===== src/rtl/decode_exec_skid_reg_pkg.sv =====
// cpu_pipe_pkg: shared decode/execute control types and default vector geometry
package cpu_pipe_pkg;
  localparam int DEF_LANES = 16;
  localparam int DEF_N = 16;
  localparam int DEF_RA_W = 4;
  localparam logic [1:0] ALUSRC_REG = 2'b00;
  localparam logic [1:0] ALUSRC_EXT = 2'b01;
  localparam logic [1:0] ALUSRC_ZERO = 2'b10;
  typedef struct packed {
    logic RegWrite;
    logic MemtoReg;
    logic MemWrite;
    logic [1:0] ALUSrc;
    logic [2:0] ALUControl;
    logic [DEF_RA_W-1:0] WA3;
  } id_ex_ctrl_t;
endpackage


===== src/rtl/decode_exec_skid_reg_if.sv =====
// decode_exec_skid_reg_if: decode-side and execute-side bundle of the decode/execute stage
interface decode_exec_skid_reg_if #(
  parameter int LANES = 16,
  parameter int N = 16,
  parameter int RA_W = 4
);
  logic flush;
  logic in_valid, in_ready, out_valid, out_ready;
  logic [LANES-1:0][N-1:0] rd1, rd2, extend, rd1o, rd2o, extendO;
  logic [RA_W-1:0] ra1, ra2, WA3, ra1o, ra2o, WA3O;
  logic RegWrite, MemtoReg, MemWrite, RegWriteO, MemtoRegO, MemWriteO;
  logic [1:0] ALUSrc, ALUSrcO;
  logic [2:0] ALUControl, ALUControlO;
  modport master (
    output flush, in_valid, out_ready, rd1, rd2, extend, ra1, ra2, WA3,
           RegWrite, MemtoReg, MemWrite, ALUSrc, ALUControl,
    input  in_ready, out_valid, rd1o, rd2o, extendO, ra1o, ra2o, WA3O,
           RegWriteO, MemtoRegO, MemWriteO, ALUSrcO, ALUControlO
  );
  modport slave (
    input  flush, in_valid, out_ready, rd1, rd2, extend, ra1, ra2, WA3,
           RegWrite, MemtoReg, MemWrite, ALUSrc, ALUControl,
    output in_ready, out_valid, rd1o, rd2o, extendO, ra1o, ra2o, WA3O,
           RegWriteO, MemtoRegO, MemWriteO, ALUSrcO, ALUControlO
  );
endinterface


===== src/rtl/decode_exec_skid_reg_slot.sv =====
// pipe_slot: payload register with load enable and async clear
module pipe_slot #(
  parameter int W = 8
) (
  input  logic         clk,
  input  logic         reset,
  input  logic         load_i,
  input  logic [W-1:0] d_i,
  output logic [W-1:0] q_o
);
  always_ff @(posedge clk or posedge reset)
    if (reset) q_o <= '0;
    else if (load_i) q_o <= d_i;
endmodule


===== src/rtl/decode_exec_skid_reg.sv =====
// decode_exec_skid_reg: decode-to-execute register with one-entry skid buffer and flush
module decode_exec_skid_reg
  import cpu_pipe_pkg::*;
#(
  parameter int LANES = DEF_LANES,
  parameter int N = DEF_N,
  parameter int RA_W = DEF_RA_W
) (
  input logic clk,
  input logic reset,
  decode_exec_skid_reg_if.slave bus
);
  localparam int VW = LANES * N;
  localparam int PW = 3 * VW + 2 * RA_W + $bits(id_ex_ctrl_t);
  logic main_valid_q, main_valid_d, skid_valid_q, skid_valid_d;
  logic accept, drain, main_load, skid_load;
  logic [PW-1:0] in_pl, skid_pl, main_pl, main_src;
  id_ex_ctrl_t in_ctrl, out_ctrl;
  assign in_ctrl.RegWrite = bus.RegWrite;
  assign in_ctrl.MemtoReg = bus.MemtoReg;
  assign in_ctrl.MemWrite = bus.MemWrite;
  assign in_ctrl.ALUSrc = bus.ALUSrc;
  assign in_ctrl.ALUControl = bus.ALUControl;
  assign in_ctrl.WA3 = bus.WA3;
  assign in_pl = {bus.rd1, bus.rd2, bus.extend, bus.ra1, bus.ra2, in_ctrl};
  assign accept = bus.in_valid & ~skid_valid_q & ~bus.flush;
  assign drain = main_valid_q & bus.out_ready;
  // skid can only be full while in_ready is low, so it never races a new accept into main
  assign main_load = ~bus.flush & (skid_valid_q ? drain : accept & (~main_valid_q | drain));
  assign skid_load = accept & main_valid_q & ~drain;
  assign main_src = skid_valid_q ? skid_pl : in_pl;
  always_comb begin
    main_valid_d = bus.flush ? 1'b0 : (main_valid_q & ~drain) | skid_valid_q | accept;
    skid_valid_d = bus.flush ? 1'b0 : skid_valid_q ? ~drain : skid_load;
  end
  always_ff @(posedge clk or posedge reset)
    if (reset) begin
      main_valid_q <= 1'b0;
      skid_valid_q <= 1'b0;
    end else begin
      main_valid_q <= main_valid_d;
      skid_valid_q <= skid_valid_d;
    end
  pipe_slot #(.W(PW)) u_main (
    .clk(clk), .reset(reset), .load_i(main_load), .d_i(main_src), .q_o(main_pl)
  );
  pipe_slot #(.W(PW)) u_skid (
    .clk(clk), .reset(reset), .load_i(skid_load), .d_i(in_pl), .q_o(skid_pl)
  );
  assign {bus.rd1o, bus.rd2o, bus.extendO, bus.ra1o, bus.ra2o, out_ctrl} = main_pl;
  assign bus.out_valid = main_valid_q;
  assign bus.in_ready = ~skid_valid_q;
  assign bus.RegWriteO = out_ctrl.RegWrite & main_valid_q;
  assign bus.MemWriteO = out_ctrl.MemWrite & main_valid_q;
  assign bus.MemtoRegO = out_ctrl.MemtoReg;
  assign bus.ALUSrcO = out_ctrl.ALUSrc;
  assign bus.ALUControlO = out_ctrl.ALUControl;
  assign bus.WA3O = out_ctrl.WA3;
endmodule


===== src/flat_wrapper.sv =====
// flat-port wrapper written by rule: the top's interface ports become plain ports
module decode_exec_skid_reg_flat import cpu_pipe_pkg::*;
#(
  parameter int LANES = DEF_LANES,
  parameter int N = DEF_N,
  parameter int RA_W = DEF_RA_W
)
  (clk, reset, bus_flush, bus_in_valid, bus_out_ready, bus_rd1, bus_rd2, bus_extend, bus_ra1, bus_ra2, bus_WA3, bus_RegWrite, bus_MemtoReg, bus_MemWrite, bus_ALUSrc, bus_ALUControl, bus_in_ready, bus_out_valid, bus_rd1o, bus_rd2o, bus_extendO, bus_ra1o, bus_ra2o, bus_WA3O, bus_RegWriteO, bus_MemtoRegO, bus_MemWriteO, bus_ALUSrcO, bus_ALUControlO);
  decode_exec_skid_reg_if #(.LANES(LANES), .N(N), .RA_W(RA_W)) bus_i ();
  input logic clk;
  input logic reset;
  input wire logic [$bits(bus_i.flush)-1:0] bus_flush;
  input wire logic [$bits(bus_i.in_valid)-1:0] bus_in_valid;
  input wire logic [$bits(bus_i.out_ready)-1:0] bus_out_ready;
  input wire logic [$bits(bus_i.rd1)-1:0] bus_rd1;
  input wire logic [$bits(bus_i.rd2)-1:0] bus_rd2;
  input wire logic [$bits(bus_i.extend)-1:0] bus_extend;
  input wire logic [$bits(bus_i.ra1)-1:0] bus_ra1;
  input wire logic [$bits(bus_i.ra2)-1:0] bus_ra2;
  input wire logic [$bits(bus_i.WA3)-1:0] bus_WA3;
  input wire logic [$bits(bus_i.RegWrite)-1:0] bus_RegWrite;
  input wire logic [$bits(bus_i.MemtoReg)-1:0] bus_MemtoReg;
  input wire logic [$bits(bus_i.MemWrite)-1:0] bus_MemWrite;
  input wire logic [$bits(bus_i.ALUSrc)-1:0] bus_ALUSrc;
  input wire logic [$bits(bus_i.ALUControl)-1:0] bus_ALUControl;
  output wire logic [$bits(bus_i.in_ready)-1:0] bus_in_ready;
  output wire logic [$bits(bus_i.out_valid)-1:0] bus_out_valid;
  output wire logic [$bits(bus_i.rd1o)-1:0] bus_rd1o;
  output wire logic [$bits(bus_i.rd2o)-1:0] bus_rd2o;
  output wire logic [$bits(bus_i.extendO)-1:0] bus_extendO;
  output wire logic [$bits(bus_i.ra1o)-1:0] bus_ra1o;
  output wire logic [$bits(bus_i.ra2o)-1:0] bus_ra2o;
  output wire logic [$bits(bus_i.WA3O)-1:0] bus_WA3O;
  output wire logic [$bits(bus_i.RegWriteO)-1:0] bus_RegWriteO;
  output wire logic [$bits(bus_i.MemtoRegO)-1:0] bus_MemtoRegO;
  output wire logic [$bits(bus_i.MemWriteO)-1:0] bus_MemWriteO;
  output wire logic [$bits(bus_i.ALUSrcO)-1:0] bus_ALUSrcO;
  output wire logic [$bits(bus_i.ALUControlO)-1:0] bus_ALUControlO;
  assign bus_i.flush = bus_flush;
  assign bus_i.in_valid = bus_in_valid;
  assign bus_i.out_ready = bus_out_ready;
  assign bus_i.rd1 = bus_rd1;
  assign bus_i.rd2 = bus_rd2;
  assign bus_i.extend = bus_extend;
  assign bus_i.ra1 = bus_ra1;
  assign bus_i.ra2 = bus_ra2;
  assign bus_i.WA3 = bus_WA3;
  assign bus_i.RegWrite = bus_RegWrite;
  assign bus_i.MemtoReg = bus_MemtoReg;
  assign bus_i.MemWrite = bus_MemWrite;
  assign bus_i.ALUSrc = bus_ALUSrc;
  assign bus_i.ALUControl = bus_ALUControl;
  assign bus_in_ready = bus_i.in_ready;
  assign bus_out_valid = bus_i.out_valid;
  assign bus_rd1o = bus_i.rd1o;
  assign bus_rd2o = bus_i.rd2o;
  assign bus_extendO = bus_i.extendO;
  assign bus_ra1o = bus_i.ra1o;
  assign bus_ra2o = bus_i.ra2o;
  assign bus_WA3O = bus_i.WA3O;
  assign bus_RegWriteO = bus_i.RegWriteO;
  assign bus_MemtoRegO = bus_i.MemtoRegO;
  assign bus_MemWriteO = bus_i.MemWriteO;
  assign bus_ALUSrcO = bus_i.ALUSrcO;
  assign bus_ALUControlO = bus_i.ALUControlO;
  decode_exec_skid_reg #(.LANES(LANES), .N(N), .RA_W(RA_W)) u_core (.clk(clk), .reset(reset), .bus(bus_i));
endmodule

===== config.mk =====
export PLATFORM = sky130hd
export DESIGN_NAME = decode_exec_skid_reg_flat
export DESIGN_NICKNAME = d
export VERILOG_FILES = /design/src/rtl/decode_exec_skid_reg_pkg.sv /design/src/rtl/decode_exec_skid_reg_if.sv /design/src/rtl/decode_exec_skid_reg_slot.sv /design/src/rtl/decode_exec_skid_reg.sv /design/src/flat_wrapper.sv
export SDC_FILE = /design/constraint.sdc
export NUM_CORES = 2
export LEC_CHECK = 0
export BUFFER_PORTS_ARGS = -buffer_cell sky130_fd_sc_hd__buf_2
export CAP_MARGIN = 20
export CORE_ASPECT_RATIO = 0.5
export CORE_MARGIN = 5
export CORE_UTILIZATION = 25
export CTS_CLUSTER_DIAMETER = 150
export DETAILED_ROUTE_END_ITERATION = 10
export PLACE_DENSITY_LB_ADDON = 0.1
export SETUP_SLACK_MARGIN = 0.5
export SLEW_MARGIN = 0
export SYNTH_ARGS = -nofsm -noshare
export SYNTH_HDL_FRONTEND = slang
export SYNTH_SLANG_ARGS = --single-unit

===== constraint.sdc =====
create_clock -name clk -period 132.8 [get_ports clk]
set_clock_uncertainty 0.05 [all_clocks]
set_input_delay 39.84 -clock clk [delete_from_list [all_inputs] [get_ports clk]]
set_output_delay 39.84 -clock clk [all_outputs]
set_load 0.1 [all_outputs]

==> flow_metrics.py <==
metrics = {
    "setup_path": {
        "cp_slowest_cell": "buf_4",
        "reg2reg_slack_ns": 126.76,
        "crit_top_cell": "buf_4",
        "rr_worst_depth": 8,
        "critPathArrivalTime_ns": 44.91,
        "cp-end-kind": "flip-flop",
        "worstSetupPathType": "primary input to flip-flop",
        "start_kind": "primary input",
        "crit_chain": "buf_2 -> and2b_1 -> a2111oi_4 -> buf_12 -> buf_4 -> buf_4 -> buf_4 -> buf_4 -> mux2_2",
        "required_ns": 133.44,
        "critPathMaxFanout": 138,
        "critical-path-max-stage-delay_ns": 0.85,
    },
    "grt": {
        "grt_busiest_layer": "met2",
        "antenna_found_initial": 287,
        "first_global_vias": 45400,
        "grt_use_met3": 0.0441,
        "grt-ovfl-total": 0,
        "grt_pass1_wl_mm": 370,
        "grt_use_total": 0.172,
        "use_met2": 0.318,
        "met1_usage": 0.190,
        "grt_start_max_net_pins": 150,
    },
    "logic_synthesis": {
        "synthFlopType": "dfrtp_1",
        "synth_top_cell_area_share": 0.538,
        "synthCells": 5003,
        "synth_common_cells": "mux2_2, dfrtp_1, buf_4",
        "yosysWarnings": 0,
        "syn_avg_cell_area_um2": 14.7,
        "netlist_area_um2": 73400,
        "ys_ff_latch": 1578,
        "synth_cell_type_count": 17,
        "yosysMostFrequentCell": "mux2_2",
        "yosys.area.top_type": "dfrtp_1",
        "synthArstFlopShare": 1.00,
        "synth_edf_count": 0,
        "ys_seq_area_frac": 0.538,
        "synth_area_leaders": "dfrtp_1, mux2_2, buf_4",
        "synth_nets": 5796,
    },
    "placed_design": {
        "port_buffers": 1582,
        "gp_congestion": 0.866,
        "post-dp-hpwl_mm": 207,
    },
    "die": {
        "num_io_pins": 1583,
        "die_y_um": 393,
        "start_util": 0.252,
        "core-area_um2": 292000,
        "die_area_um2": 305000,
        "die_w_um": 776,
        "fp-row-count": 140,
    },
    "clock_network": {
        "cts_hold_buf": 0,
        "cts_buffers": 175,
        "htree_levels": 4,
        "clk_pin_slew_ns": 0.06,
        "post-cts-setup-buffer-count": 0,
        "cts_tree": "built",
        "post_cts_resized": 0,
        "cts.sinks": 1578,
        "clk_latency_ns": 0.81,
        "cts-root-buf": "clkbuf_16",
        "clockBufferDepth": 4,
    },
    "routing": {
        "wl_per_cell_um": 27.7,
        "first_iter_violations": 1452,
        "totalWireLength_mm": 273,
        "viasPerCell": 4.30,
        "vias": 42400,
        "detail-route-antenna-nets": 0,
        "post-route-drc-count": 0,
        "firstDrtPassIters": 4,
    },
    "cells_and_area": {
        "nets": 6565,
        "multiInputGateArea_um2": 26700,
        "regArea_um2": 39500,
        "syn2layout_area_growth_pct": 16.2,
        "nFillCells": 29700,
        "final_layout_size_suffix_gt1_frac": 0.662,
    },
    "timing": {
        "fmax_mhz": 22.6,
        "fin_crit_sh": 0.333,
        "hold_viol": 0,
        "tightest_slew_ns": 1.26,
        "post-route-min-period_ns": 44.27,
        "rsz0062_at_grt": "false",
        "slew_headroom": 0.158,
        "totalNegativeSetupSlack_ns": 0,
        "hold_ws_ns": 0.429,
        "slew_violations": 0,
        "setup_viol": 0,
    },
    "worst_hold_path": {
        "hold_path.class": "flip-flop to flip-flop",
        "hold_path_depth": 1,
    },
    "power": {
        "power_leakage_uw": 0.0382,
        "ir_drop_mv": 0.0101,
        "powerDensity_nw_per_um2": 22.5,
    },
    "run": {
        "cap_violations": 0,
    },
    "status": {
        "status": "finished clean",
    },
}
[critical path, delay by kind of cell]
kind	cells	cell delay [ns]
AO/OA/AOI/OAI	1	0.35
buffers and inverters	6	3.68
multiplexers	1	0.42
AND/OR/NAND/NOR	1	0.25
[sequential cells by signal (all words and copies together), names as in the netlist]
name                  cells
u_core.bus.out_valid      1
u_core.u_skid.q_o       788
u_core.skid_valid_q       1
u_core.u_main.q_o       788
[per-stage QoR]
step	setup slack (ns)	utilization	area (µm²)	std cells	power, µW
floorplan	48.39	-	73400	5003	1360
global placement	87.56	0.273	79600	9499	1430
detailed placement	87.55	0.273	79600	9499	1440
CTS	88.47	0.292	85100	9798	1950
global route	88.21	0.292	85200	9824	1990
finish	88.53	0.293	85300	9859	1920
[report_power, final]
part           switching [µW]  total (µW)  internal [µW]  leakage [µW]
clock                     211         493            282       0.00275
combinational             594         755            161        0.0164
sequential               61.4         668            606        0.0190
[layer usage]
metal	up-vias	wire [µm]
li1	18400	-
met2	1214	143000
met1	22000	101000
met4	24	12900
met3	773	15600
met5	-	161
[final cells by class]
class | instances | area share
clock buffers | 263 | 0.0603
repair buffers | 1639 | 0.0994
diodes | 60 | 0.00176
well taps | 3905 | 0.0573
flip-flops and latches | 1578 | 0.463
inverters | 3 | 0.000220
clock inverters | 36 | 0.00509
multi-input cells | 2375 | 0.313
[cell usage in the layout (no fill, tap or decap), types with 4 or more instances in the layout]
cell and count:
diode_2 60, clkbuf_8 39, inv_6 4, mux2_1 360, buf_12 9, clkbuf_16 177, clkinv_2 18, clkbuf_1 47
dfrtp_1 1577, mux2_2 2004, buf_4 47, buf_2 1582, bufinv_16 8
[kinds of logic after synthesis]
kind of cell           Yosys count  share of synthesized area
AOI/OAI and AO/OA                3                   0.000546
buffers and inverters         1050                     0.0981
and+or+nand+nor                  8                   0.000562
muxes                         2364                      0.363
DFF                           1578                      0.538
[final timing paths]
kind	from	to
max	bus_out_ready	u_core.u_main.q_o[383]
max in group asynchronous	reset	u_core.u_main.q_o[285]
min in group asynchronous	reset	u_core.u_skid.q_o[534]
min reg2reg	u_core.u_main.q_o[280]	u_core.u_main.q_o[280]
min	u_core.u_main.q_o[280]	u_core.u_main.q_o[280]
max reg2reg	u_core.skid_valid_q	u_core.u_skid.q_o[235]
(Power assumes the default switching activity.)
